[config.mk]
export PLATFORM = sky130hd
export DESIGN_NAME = sram_arbiter
export DESIGN_NICKNAME = d
export VERILOG_FILES = /design/src/rtl/sram_arbiter.sv
export SDC_FILE = /design/constraint.sdc
export NUM_CORES = 1
export LEC_CHECK = 0
export CORE_MARGIN = 2
export CORE_UTILIZATION = 27
export CTS_BUF_LIST = sky130_fd_sc_hd__clkbuf_8
export DETAILED_ROUTE_END_ITERATION = 12
export GPL_TIMING_DRIVEN = 0
export PLACE_DENSITY = 0.83
export SETUP_SLACK_MARGIN = 0.05
export SLEW_MARGIN = 20
export SYNTH_ARGS = -nofsm -noshare
export SYNTH_HDL_FRONTEND = slang
export SYNTH_SLANG_ARGS = --single-unit
[constraint.sdc]
create_clock -name clk_i -period 1.55 [get_ports clk_i]
set_clock_uncertainty 0.1 [all_clocks]
set_input_delay 0.2325 -clock clk_i [delete_from_list [all_inputs] [get_ports clk_i]]
set_output_delay 0.2325 -clock clk_i [all_outputs]
set_load 0.01 [all_outputs]
[src/rtl/sram_arbiter.sv]
// Round-robin arbiter sharing one synchronous single-port RAM between the CDDA
// fetcher, the IDE sector engine and the AVR external-SRAM window.
module sram_arbiter #(
  parameter int AW = 12,
  parameter int DW = 8
) (
  input  logic          clk_i,
  input  logic          rst_i,
  input  logic [AW-1:0] cpu_a_i,
  input  logic [DW-1:0] cpu_d_in_i,
  output logic [DW-1:0] cpu_d_out_o,
  input  logic          cpu_cs_i,
  input  logic          cpu_oe_i,
  input  logic          cpu_we_i,
  output logic          cpu_wait_o,
  input  logic          ide_req_i,
  input  logic          cdda_req_i,
  input  logic          ide_we_i,
  input  logic          cdda_we_i,
  input  logic [AW-1:0] ide_a_i,
  input  logic [AW-1:0] cdda_a_i,
  input  logic [DW-1:0] ide_wd_i,
  input  logic [DW-1:0] cdda_wd_i,
  output logic          ide_gnt_o,
  output logic          cdda_gnt_o,
  output logic          ide_rvalid_o,
  output logic          cdda_rvalid_o,
  output logic [DW-1:0] ide_rd_o,
  output logic [DW-1:0] cdda_rd_o,
  output logic [AW-1:0] ram_a_o,
  output logic [DW-1:0] ram_d_o,
  output logic          ram_we_o,
  output logic          ram_en_o,
  input  logic [DW-1:0] ram_q_i
);

  localparam logic [1:0] IDX_CDDA = 2'd0;
  localparam logic [1:0] IDX_IDE  = 2'd1;
  localparam logic [1:0] IDX_CPU  = 2'd2;

  typedef enum logic [1:0] {
    CPU_IDLE   = 2'd0,
    CPU_ISSUED = 2'd1,
    CPU_DONE   = 2'd2
  } cpu_state_e;

  cpu_state_e    cpu_state_q;
  logic [DW-1:0] cpu_d_out_q;
  logic [1:0]    last_q, last_d;
  logic          pipe_vld_q, pipe_vld_d;
  logic [1:0]    pipe_tag_q, pipe_tag_d;

  logic          cpu_acc_s;
  logic [3:0]    pend_s;
  logic [1:0]    cand1_s, cand2_s;
  logic          win_vld_s;
  logic [1:0]    win_s;
  logic          win_we_s;
  logic [AW-1:0] win_a_s;
  logic [DW-1:0] win_d_s;
  logic          cpu_gnt_s;

  function automatic logic [1:0] next_idx(input logic [1:0] idx);
    return (idx == 2'd2) ? 2'd0 : idx + 2'd1;
  endfunction

  assign cpu_acc_s = cpu_cs_i & (cpu_oe_i | cpu_we_i);
  // The CPU may only issue once per strobe assertion, i.e. from IDLE.
  assign pend_s    = {1'b0, cpu_acc_s & (cpu_state_q == CPU_IDLE), ide_req_i, cdda_req_i};
  assign cand1_s   = next_idx(last_q);
  assign cand2_s   = next_idx(cand1_s);

  always_comb begin
    win_vld_s = 1'b1;
    win_s     = last_q;
    if (pend_s[cand1_s]) begin
      win_s = cand1_s;
    end else if (pend_s[cand2_s]) begin
      win_s = cand2_s;
    end else if (pend_s[last_q]) begin
      win_s = last_q;
    end else begin
      win_vld_s = 1'b0;
    end
  end

  always_comb begin
    win_we_s = 1'b0;
    win_a_s  = '0;
    win_d_s  = '0;
    case (win_s)
      IDX_CDDA: begin
        win_we_s = cdda_we_i;
        win_a_s  = cdda_a_i;
        win_d_s  = cdda_wd_i;
      end
      IDX_IDE: begin
        win_we_s = ide_we_i;
        win_a_s  = ide_a_i;
        win_d_s  = ide_wd_i;
      end
      IDX_CPU: begin
        win_we_s = cpu_we_i;
        win_a_s  = cpu_a_i;
        win_d_s  = cpu_d_in_i;
      end
      default: begin
        win_we_s = 1'b0;
        win_a_s  = '0;
        win_d_s  = '0;
      end
    endcase
  end

  assign cdda_gnt_o = win_vld_s & (win_s == IDX_CDDA);
  assign ide_gnt_o  = win_vld_s & (win_s == IDX_IDE);
  assign cpu_gnt_s  = win_vld_s & (win_s == IDX_CPU);

  assign ram_en_o = win_vld_s;
  assign ram_we_o = win_vld_s & win_we_s;
  assign ram_a_o  = win_a_s;
  assign ram_d_o  = win_d_s;

  always_comb begin
    last_d     = win_vld_s ? win_s : last_q;
    pipe_vld_d = win_vld_s & ~win_we_s;
    pipe_tag_d = win_s;
  end

  always_ff @(posedge clk_i or posedge rst_i) begin
    if (rst_i) begin
      last_q     <= IDX_CPU;
      pipe_vld_q <= 1'b0;
      pipe_tag_q <= IDX_CDDA;
    end else begin
      last_q     <= last_d;
      pipe_vld_q <= pipe_vld_d;
      pipe_tag_q <= pipe_tag_d;
    end
  end

  // CPU access sequencing; ISSUED is the cycle in which ram_q holds CPU read data.
  always_ff @(posedge clk_i or posedge rst_i) begin
    if (rst_i) begin
      cpu_state_q <= CPU_IDLE;
      cpu_d_out_q <= '0;
    end else begin
      case (cpu_state_q)
        CPU_IDLE: begin
          if (cpu_gnt_s) begin
            cpu_state_q <= CPU_ISSUED;
          end
        end
        CPU_ISSUED: begin
          cpu_state_q <= CPU_DONE;
          if (pipe_vld_q && (pipe_tag_q == IDX_CPU)) begin
            cpu_d_out_q <= ram_q_i;
          end
        end
        CPU_DONE: begin
          if (!cpu_acc_s) begin
            cpu_state_q <= CPU_IDLE;
          end
        end
        default: cpu_state_q <= CPU_IDLE;
      endcase
    end
  end

  assign cpu_wait_o  = ((cpu_state_q == CPU_IDLE) & cpu_acc_s) | (cpu_state_q == CPU_ISSUED);
  assign cpu_d_out_o = cpu_d_out_q;

  assign cdda_rvalid_o = pipe_vld_q & (pipe_tag_q == IDX_CDDA);
  assign ide_rvalid_o  = pipe_vld_q & (pipe_tag_q == IDX_IDE);
  assign cdda_rd_o     = cdda_rvalid_o ? ram_q_i : '0;
  assign ide_rd_o      = ide_rvalid_o ? ram_q_i : '0;

endmodule

# == Yosys cells after proc, flatten, opt, wreduce, memory -nomap -nowiden ==
# Index checks and enable logic that the tools add are counted.
# word_totals
ff_bits,15
latch_bits,0
mem_bits_rw,0
romBits,0
inputBits,77
n_memories,0
# op_classes
add_sub_neg,2
mul,0
n_div,0
order_cmp,3
n_eq_ne,10
shift,0
mux,21
bitwise,12
reduce_logical,6
# op_table
cell,n
12-bit one-hot mux with 3 select lines,1
8-bit one-hot mux with 3 select lines,1
8-bit two-way mux,2
2-bit two-way mux,6
"2-bit == test, second input constant",5
1-bit bitwise AND,9
"2-bit by 3-bit less-than comparator with 1-bit output, second input constant",3
1-bit binary-select mux with 2-bit select,3
"2-bit by 1-bit == test with 1-bit output, second input constant",3
2-bit logical NOT,3
1-bit two-way mux,6
2-bit one-hot mux with 3 select lines,1
"2-bit by 1-bit adder with 2-bit output, second input constant",2
"2-bit != test, second input constant",2
2-bit AND reduction,2
1-bit one-hot mux with 3 select lines,1
1-bit OR,2
1-bit logical AND,1
1-bit NOT,1

# == Logic depth before layout (Yosys ltp) ==
# Gate-level depths: netlist (run 1).
# logic_depth
depth_word,12
ltp_mapped,7
depth_no_buf,6

# == Worst setup path before layout (run 1) ==
# OpenSTA, ideal clock, no wires.
# synth_path
path_type,register -> output
from,reg last_q[1]
to,out ram_we_o
t_arrival_ps,1468
required_time_ps,1217
slack_ps,-251
path_stages_with_launch,7
cell_sequence,dfstp_2 o21ai_1 o21a_2 and2_4 buf_6 mux2i_1 o31ai_1
# synth_between
elab_chain_cells,11
# synth_rtl
item,line_no,rtl
start: declaration,49,"logic [1:0] last_q, last_d;"
start signal: assignment,136,last_q <= last_d;
2-bit by 1-bit adder with 2-bit output or 2-bit == test (tied branches),64,return (idx == 2'd2) ? 2'd0 : idx + 2'd1;
2-bit two-way mux,64,
2-bit by 1-bit adder with 2-bit output or 2-bit == test (tied branches),64,
2-bit two-way mux,64,
1-bit binary-select mux with 2-bit select,78,end else if (pend_s[cand2_s]) begin
1-bit two-way mux (not written as such),78,
2-bit two-way mux,78,
2-bit two-way mux,76,if (pend_s[cand1_s]) begin
2-bit == test (tied with other cells),91,case (win_s)
1-bit one-hot mux with 3 select lines,91,
1-bit bitwise AND *,120,assign ram_we_o = win_vld_s & win_we_s;
end: declaration,32,"output logic ram_we_o,"
# Every way passes the cells marked *; elsewhere a longest branch is shown, timed or not. The select of a mux whose other input is x is not followed.

# == Worst setup path after layout (run 1) ==
# layout_path
from,reg cpu_state_q[1]
to,out ram_d_o[3]
# layout_between
elab_chain_cells,8
# layout_rtl
item,line_no,rtl
start: declaration,47,cpu_state_e cpu_state_q;
start signal: assignment,145,cpu_state_q <= CPU_IDLE;
start signal: assignment,151,cpu_state_q <= CPU_ISSUED;
start signal: assignment,155,cpu_state_q <= CPU_DONE;
2-bit logical NOT *,69,"assign pend_s = {1'b0, cpu_acc_s & (cpu_state_q == CPU_IDLE), ide_req_i, cdda_req_i};"
1-bit bitwise AND *,69,
1-bit binary-select mux with 2-bit select,78,
1-bit two-way mux (not written as such),78,
2-bit two-way mux,78,
2-bit two-way mux *,76,
2-bit == test (tied with other cells),91,
8-bit one-hot mux with 3 select lines *,91,
end: declaration,31,"output logic [DW-1:0] ram_d_o,"
# Marked as above.

==> results_dict.tcl, run 1 <==
set metrics [dict create \
    crit_top_cell "buf_6" \
    num_vias 1732 \
    grt_usage_pct 19.21 \
    synth_nets 218 \
    diodes 0 \
    dpl_cell_area_mm2 0.002626 \
    tightest_slew_ns 0.5911 \
    drv_cap 0 \
    power_mw 4.858 \
    dp_cells 320 \
    grt_max_degree 16 \
    cp-end-kind "output port" \
    grt_first_pass_wirelength_um 8010 \
    critPathRequiredTime_ns 1.22 \
    maxClockFrequency_mhz 443.7 \
    fin_util_pct 69.68 \
    die_x_um 72.58 \
    via_per_inst 4.852 \
    violations "negative setup slack" \
    p_per_area_mw_per_mm2 1569 \
    first_global_vias 1752 \
    leakage_nw 1.470 \
    yosys_warnings 0 \
    die_h_um 72.58 \
    synth.distinct_cells 34 \
    synth-seq-cells 15 \
    critical_path.max_fanout 5 \
    stdcell_count 357 \
    slew_headroom_pct 60.55 \
    cts_hold_buffers 0 \
    critPathTopFamily "buffers and inverters" \
    clk_transition_reported_paths_ns 0.06 \
    num_io_pins 128 \
    final-setup-viol-count 50 \
    clk_latency_ns 0.25 \
    detailed_place_hpwl_um 3616 \
    final_cell_area_mm2 0.003097 \
    antenna_found_initial 0 \
    port_buffers 127 \
    finalSetupTns_ns -18.47 \
    rows 24 \
    cts.htree.levels 1 \
    synth-seq-area-share_pct 29.66 \
    core_mm2 0.004444 \
    fin_crit_sh_pct 145.4 \
    fin_nets 383 \
    maxSlewViolCount 0 \
    syn_avg_cell_area_um2 9.007 \
    cp_slowest_cell "dfrtp_1" \
    critical_path_buf_inv_count 4 \
    setup_ws_ns -0.7035 \
    worstSetupPathType "register to output port" \
    wl_um 5548 \
    cp-start-kind "register" \
    cts_sinks 15 \
    dieArea_mm2 0.005268 \
    synthesis.instances 141 \
    initial_core_util_pct 28.58 \
    drt_iter0_markers 73 \
    status "finished, violations left" \
    peakVddDrop_v 0.0007004 \
    period_needed_ns 2.254 \
    critPathArrivalTime_ns 1.92 \
    ant_nets 0 \
    hold_viol 0 \
    cp_cell_sequence "nor2_4, o2111ai_2, buf_4, a22oi_2, buf_6, buf_6, nand2_2, o21ai_1, buf_2" \
    place_congestion 0.7638 \
    drc 0 \
    cts_tree "done" \
    drive_gt1_share_pct 47.87 \
    clockRootBuffer "clkbuf_8" \
    cts_buffers 3 \
    dpl_worst_slack_ns -1.207 \
    finalHoldWorstSlack_ns 0.2548 \
    area_delta_synth_final_pct 143.8 \
    rsz0062_at_grt "yes" \
    syn_area_mm2 0.001270 \
    post_drt_wl_per_cell_um 15.54 \
    dr.pass1.iters 4 \
    clk_path_buf_depth 2 \
    hold_path.class "primary input to asynchronous set/reset pin" \
    overflow 0 \
    max_stage_delay_ns 0.46 \
]
Yosys cell counts, drive strengths merged:
cell type,count,area share (%)
a311oi,1,1.2
o2111ai,2,2.4
a21oi,1,0.39
o21ai,21,8.3
mux2i,21,17
nand4b,1,1.2
buf,6,5.0
dfrtp,14,28
clkbuf,2,0.59
and3b,1,0.69
nand3,1,0.39
o31ai,1,0.59
nor2b,2,1.6
and2,19,9.6
nand2b,1,0.49
nor3b,2,1.2
nand2,24,7.1
dfstp,1,2.1
mux2,8,7.1
a21o,1,0.59
inv,3,0.89
a22oi,1,0.99
nor2,2,0.79
nor3,1,0.39
o21a,4,2.5
state kept, by name, summed over array words and instances, names as in the netlist:
| name | cells |
|---|---|
| cpu_d_out_o | 8 |
| last_q | 2 |
| pipe_vld_q | 1 |
| pipe_tag_q | 2 |
| cpu_state_q | 2 |
layer usage:
layer | vias up | wire length [um] | global-route usage, %
met1 | 811 | 2108 | 21.91
li1 | 831 | - | -
met2 | 80 | 3051 | 35.86
met4 | 0 | 105 | 5.350
met5 | - | 0 | 0
met3 | 10 | 282 | 4.006
kinds of logic after synthesis:
| logic type | synth area share (%) |
|---|---|
| AO/OA/AOI/OAI | 16.85 |
| buffers and inverters | 6.503 |
| flip-flops | 29.66 |
| multiplexers | 23.65 |
| AND/OR/NAND/NOR | 23.35 |
repair_timing:
action | CTS | global route
pin swaps | 30 | 9
setup endpoints to repair | 54 | 57
resized for setup | 216 | 60
hold endpoints to repair | 0 | 0
setup buffers | 28 | 7
cloned | 4 | 0
cell type report:
type / instances / area (um2)
Sequential cell: 15 / 380.4
Clock buffer: 3 / 41.29
Fill cell: 330 / 1348
Clock inverter: 1 / 5.005
Tap cell: 52 / 65.06
Timing Repair Buffer: 160 / 1519
Inverter: 3 / 11.26
Buffer: 6 / 75.07
Multi-Input combinational cell: 117 / 999.7
final timing paths:
kind	cells after the start	startpoint	slack [ns]	end
setup reg to reg	9	cpu_state_q[1]	-0.27	pipe_vld_q
min in group clk_i	1	cpu_d_out_o[7]	0.41	cpu_d_out_o[7]
max in group asynchronous	2	rst_i	0.67	pipe_tag_q[0]
hold reg to reg	1	cpu_d_out_o[7]	0.41	cpu_d_out_o[7]
hold / removal	2	rst_i	0.25	last_q[0]
setup / recovery	9	cpu_state_q[1]	-0.70	ram_d_o[3]
cells in the final DEF, fill, tap and decap left out, drive strengths merged:
cell type / Yosys / routed
nand2: 24 / 24
clkdlybuf4s50: 0 / 75
dlymetal6s2s: 0 / 4
dfstp: 1 / 1
a311oi: 1 / 1
a21o: 1 / 1
o21ai: 21 / 21
nand4b: 1 / 1
buf: 6 / 81
inv: 3 / 3
dlygate4sd2: 0 / 5
and3b: 1 / 2
nor2: 2 / 2
a22oi: 1 / 1
mux2i: 21 / 21
nand2b: 1 / 1
nor3: 1 / 1
o21a: 4 / 4
nor3b: 2 / 3
nand3: 1 / 1
mux2: 8 / 8
a21oi: 1 / 1
and2: 19 / 19
o2111ai: 2 / 2
clkbuf: 2 / 4
nor2b: 2 / 2
clkinv: 0 / 1
dfrtp: 14 / 14
o31ai: 1 / 1
worst register-to-register path, stage by stage, from the launching register on:
cell       delay [ns]
dfrtp_1          0.46
nor2_4           0.16
o2111ai_2        0.12
buf_4            0.17
a22oi_2          0.18
buf_6            0.16
buf_6            0.09
buf_4            0.10
a21oi_1          0.06
o21a_1           0.11
power breakdown:
group / internal (mW) / switching, mW / leakage, nW
registers: 0.589 / 0.180 / 0.176
clock network: 0.178 / 0.133 / 0.0255
logic: 2.21 / 1.57 / 1.27
total: 2.98 / 1.88 / 1.47
Power figures use the tool's default switching activity.
==> run 2, diff against run 1 <==
Settings changed: CORE_ASPECT_RATIO set to 1.75, HOLD_SLACK_MARGIN set to 0.12.
==> run 2 against run 1 <==
Against the previous run: the flow still finishes with violations (negative setup slack); sequential share of layout area shrank 0.053 points; clock-buffer cell count is the same; first-iteration DRC count shrank 73%; critical endpoint is now ram_a_o[9].
==> results_dict.tcl, run 2 (synthesis gave the netlist of run 1 again) <==
set metrics [dict create \
    top_layer_used "met4" \
    diodes 0 \
    dr.pass1.iters 4 \
    core_mm2 0.004624 \
    overflow 0 \
    final-setup-viol-count 51 \
    multi_input_area_mm2 0.001055 \
    die_x_um 55.85 \
    status "finished, violations left" \
    finalHoldWorstSlack_ns 0.2437 \
    die_h_um 94.73 \
    reg2regPathDepth 5 \
    hold_viol 0 \
    cts.htree.levels 1 \
    hold_path.class "primary input to asynchronous set/reset pin" \
    max_stage_delay_ns 0.58 \
    num_io_pins 128 \
    tightest_slew_ns 0.5989 \
    layout_common_cells "75 x clkdlybuf4s50_1, 33 x buf_2, 27 x buf_6, 18 x o21ai_1, 18 x mux2i_1" \
    maxSlewViolCount 0 \
    cp_slowest_cell "dfstp_2" \
    largest_reg_flops 8 \
    num_vias 1738 \
    clk_path_buf_depth 2 \
    cts_hold_buffers 0 \
    port_buffers 127 \
    wl_met2_um 3217 \
    leakage_nw 1.464 \
    ant_nets 0 \
    cts_buffers 3 \
    period_needed_ns 2.199 \
    drive_gt1_share_pct 49.34 \
    area_delta_synth_final_pct 145.7 \
    critPathRequiredTime_ns 1.22 \
    cts_sinks 15 \
    cp-start-kind "register" \
    crit_path_start "last_q[1]" \
    cts_tree "done" \
    cp-end-kind "output port" \
    crit_end "ram_a_o[9]" \
    grt_max_degree 16 \
    drt_iter0_markers 20 \
    final_cell_area_mm2 0.003120 \
    clk_latency_ns 0.25 \
    cp_cell_sequence "nor2_4, o2111ai_4, and2_4, buf_12, mux2i_4, o21ai_2, buf_2" \
    clk_transition_reported_paths_ns 0.06 \
    r2r-end "pipe_vld_q" \
    drc 0 \
    seq_area_um2 381.6 \
    antenna_found_initial 0 \
    wl_met3_um 359 \
    maxClockFrequency_mhz 454.9 \
    critical_path.max_fanout 7 \
    dpl_cell_area_mm2 0.002626 \
    r2r_start "last_q[1]" \
    via_per_inst 4.882 \
    n_fill_cell 350 \
    dieArea_mm2 0.005290 \
    peakVddDrop_v 0.001192 \
    wl_um 5375 \
    p_per_area_mw_per_mm2 1564 \
    critPathTopFamily "flip-flops" \
    critPathArrivalTime_ns 1.87 \
    worstSetupPathType "register to output port" \
    drv_cap 0 \
    grt_first_pass_wirelength_um 8176 \
    clockRootBuffer "clkbuf_8" \
    worstSetupPathDepth 7 \
    fin_crit_sh_pct 141.8 \
    finalSetupTns_ns -17.83 \
    met1_length_um 1729 \
    violations "negative setup slack" \
    slew_headroom_pct 60.03 \
    grt_usage_pct 19.59 \
    place_congestion 0.8099 \
    critical_path_buf_inv_count 2 \
    first_global_vias 1725 \
    fin_nets 382 \
    rrSetupSlack_ns -0.08 \
    layout_commonest_cell "clkdlybuf4s50_1" \
    post_drt_wl_per_cell_um 15.10 \
    rows 33 \
    rsz0062_at_grt "yes" \
    setup_ws_ns -0.6485 \
    detailed_place_hpwl_um 3609 \
    initial_core_util_pct 27.46 \
]
-- run 2: power by group --
part           total, mW  internal [mW]  switching, mW  leakage (nW)
logic               3.80           2.23           1.57          1.26
clock network      0.320          0.176          0.144        0.0269
registers          0.758          0.592          0.166         0.174
total               4.88           2.99           1.88          1.46
-- run 2: layer usage --
layer,up-vias,track usage [%]
met1,811,19.36
met2,96,40.18
met3,6,4.247
li1,825,-
met5,-,0
met4,0,4.960
-- run 2: per-stage QoR --
step / power, mW / cells / util, % / setup WS (ns)
floorplan: 2.206 / 141 / - / -0.2327
global placement: 3.658 / 320 / 56.79 / -1.125
detailed placement: 3.689 / 320 / 56.79 / -1.172
CTS: 4.503 / 349 / 62.93 / -0.6475
global route: 5.199 / 356 / 67.48 / -0.7469
finish: 4.880 / 356 / 67.48 / -0.6485
-- run 2: worst min-delay path by stage --
stage | endpoint | slack, ns
after floorplan | cpu_d_out_o[0] | 0.03
after global placement | cpu_d_out_o[1] | 0.39
after detailed placement | cpu_d_out_o[5] | 0.39
after CTS | cpu_d_out_o[1] | 0.27
after global routing | cpu_d_out_o[1] | 0.30
final | cpu_d_out_o[5] | 0.24
-- run 2: layout make-up --
type	count	area share [%]
Multi-Input combinational cell	117	33.80
Clock inverter	1	0.1203
Buffer	6	2.526
Clock buffer	3	1.323
Inverter	3	0.3609
Tap cell	52	2.085
Sequential cell	15	12.23
Timing Repair Buffer	159	47.55
-- run 2: what timing repair did --
action / CTS / global route
setup endpoints to repair: 54 / 58
gates cloned: 5 / 1
gates resized for setup: 232 / 43
pin swaps: 26 / 17
setup buffers: 22 / 9
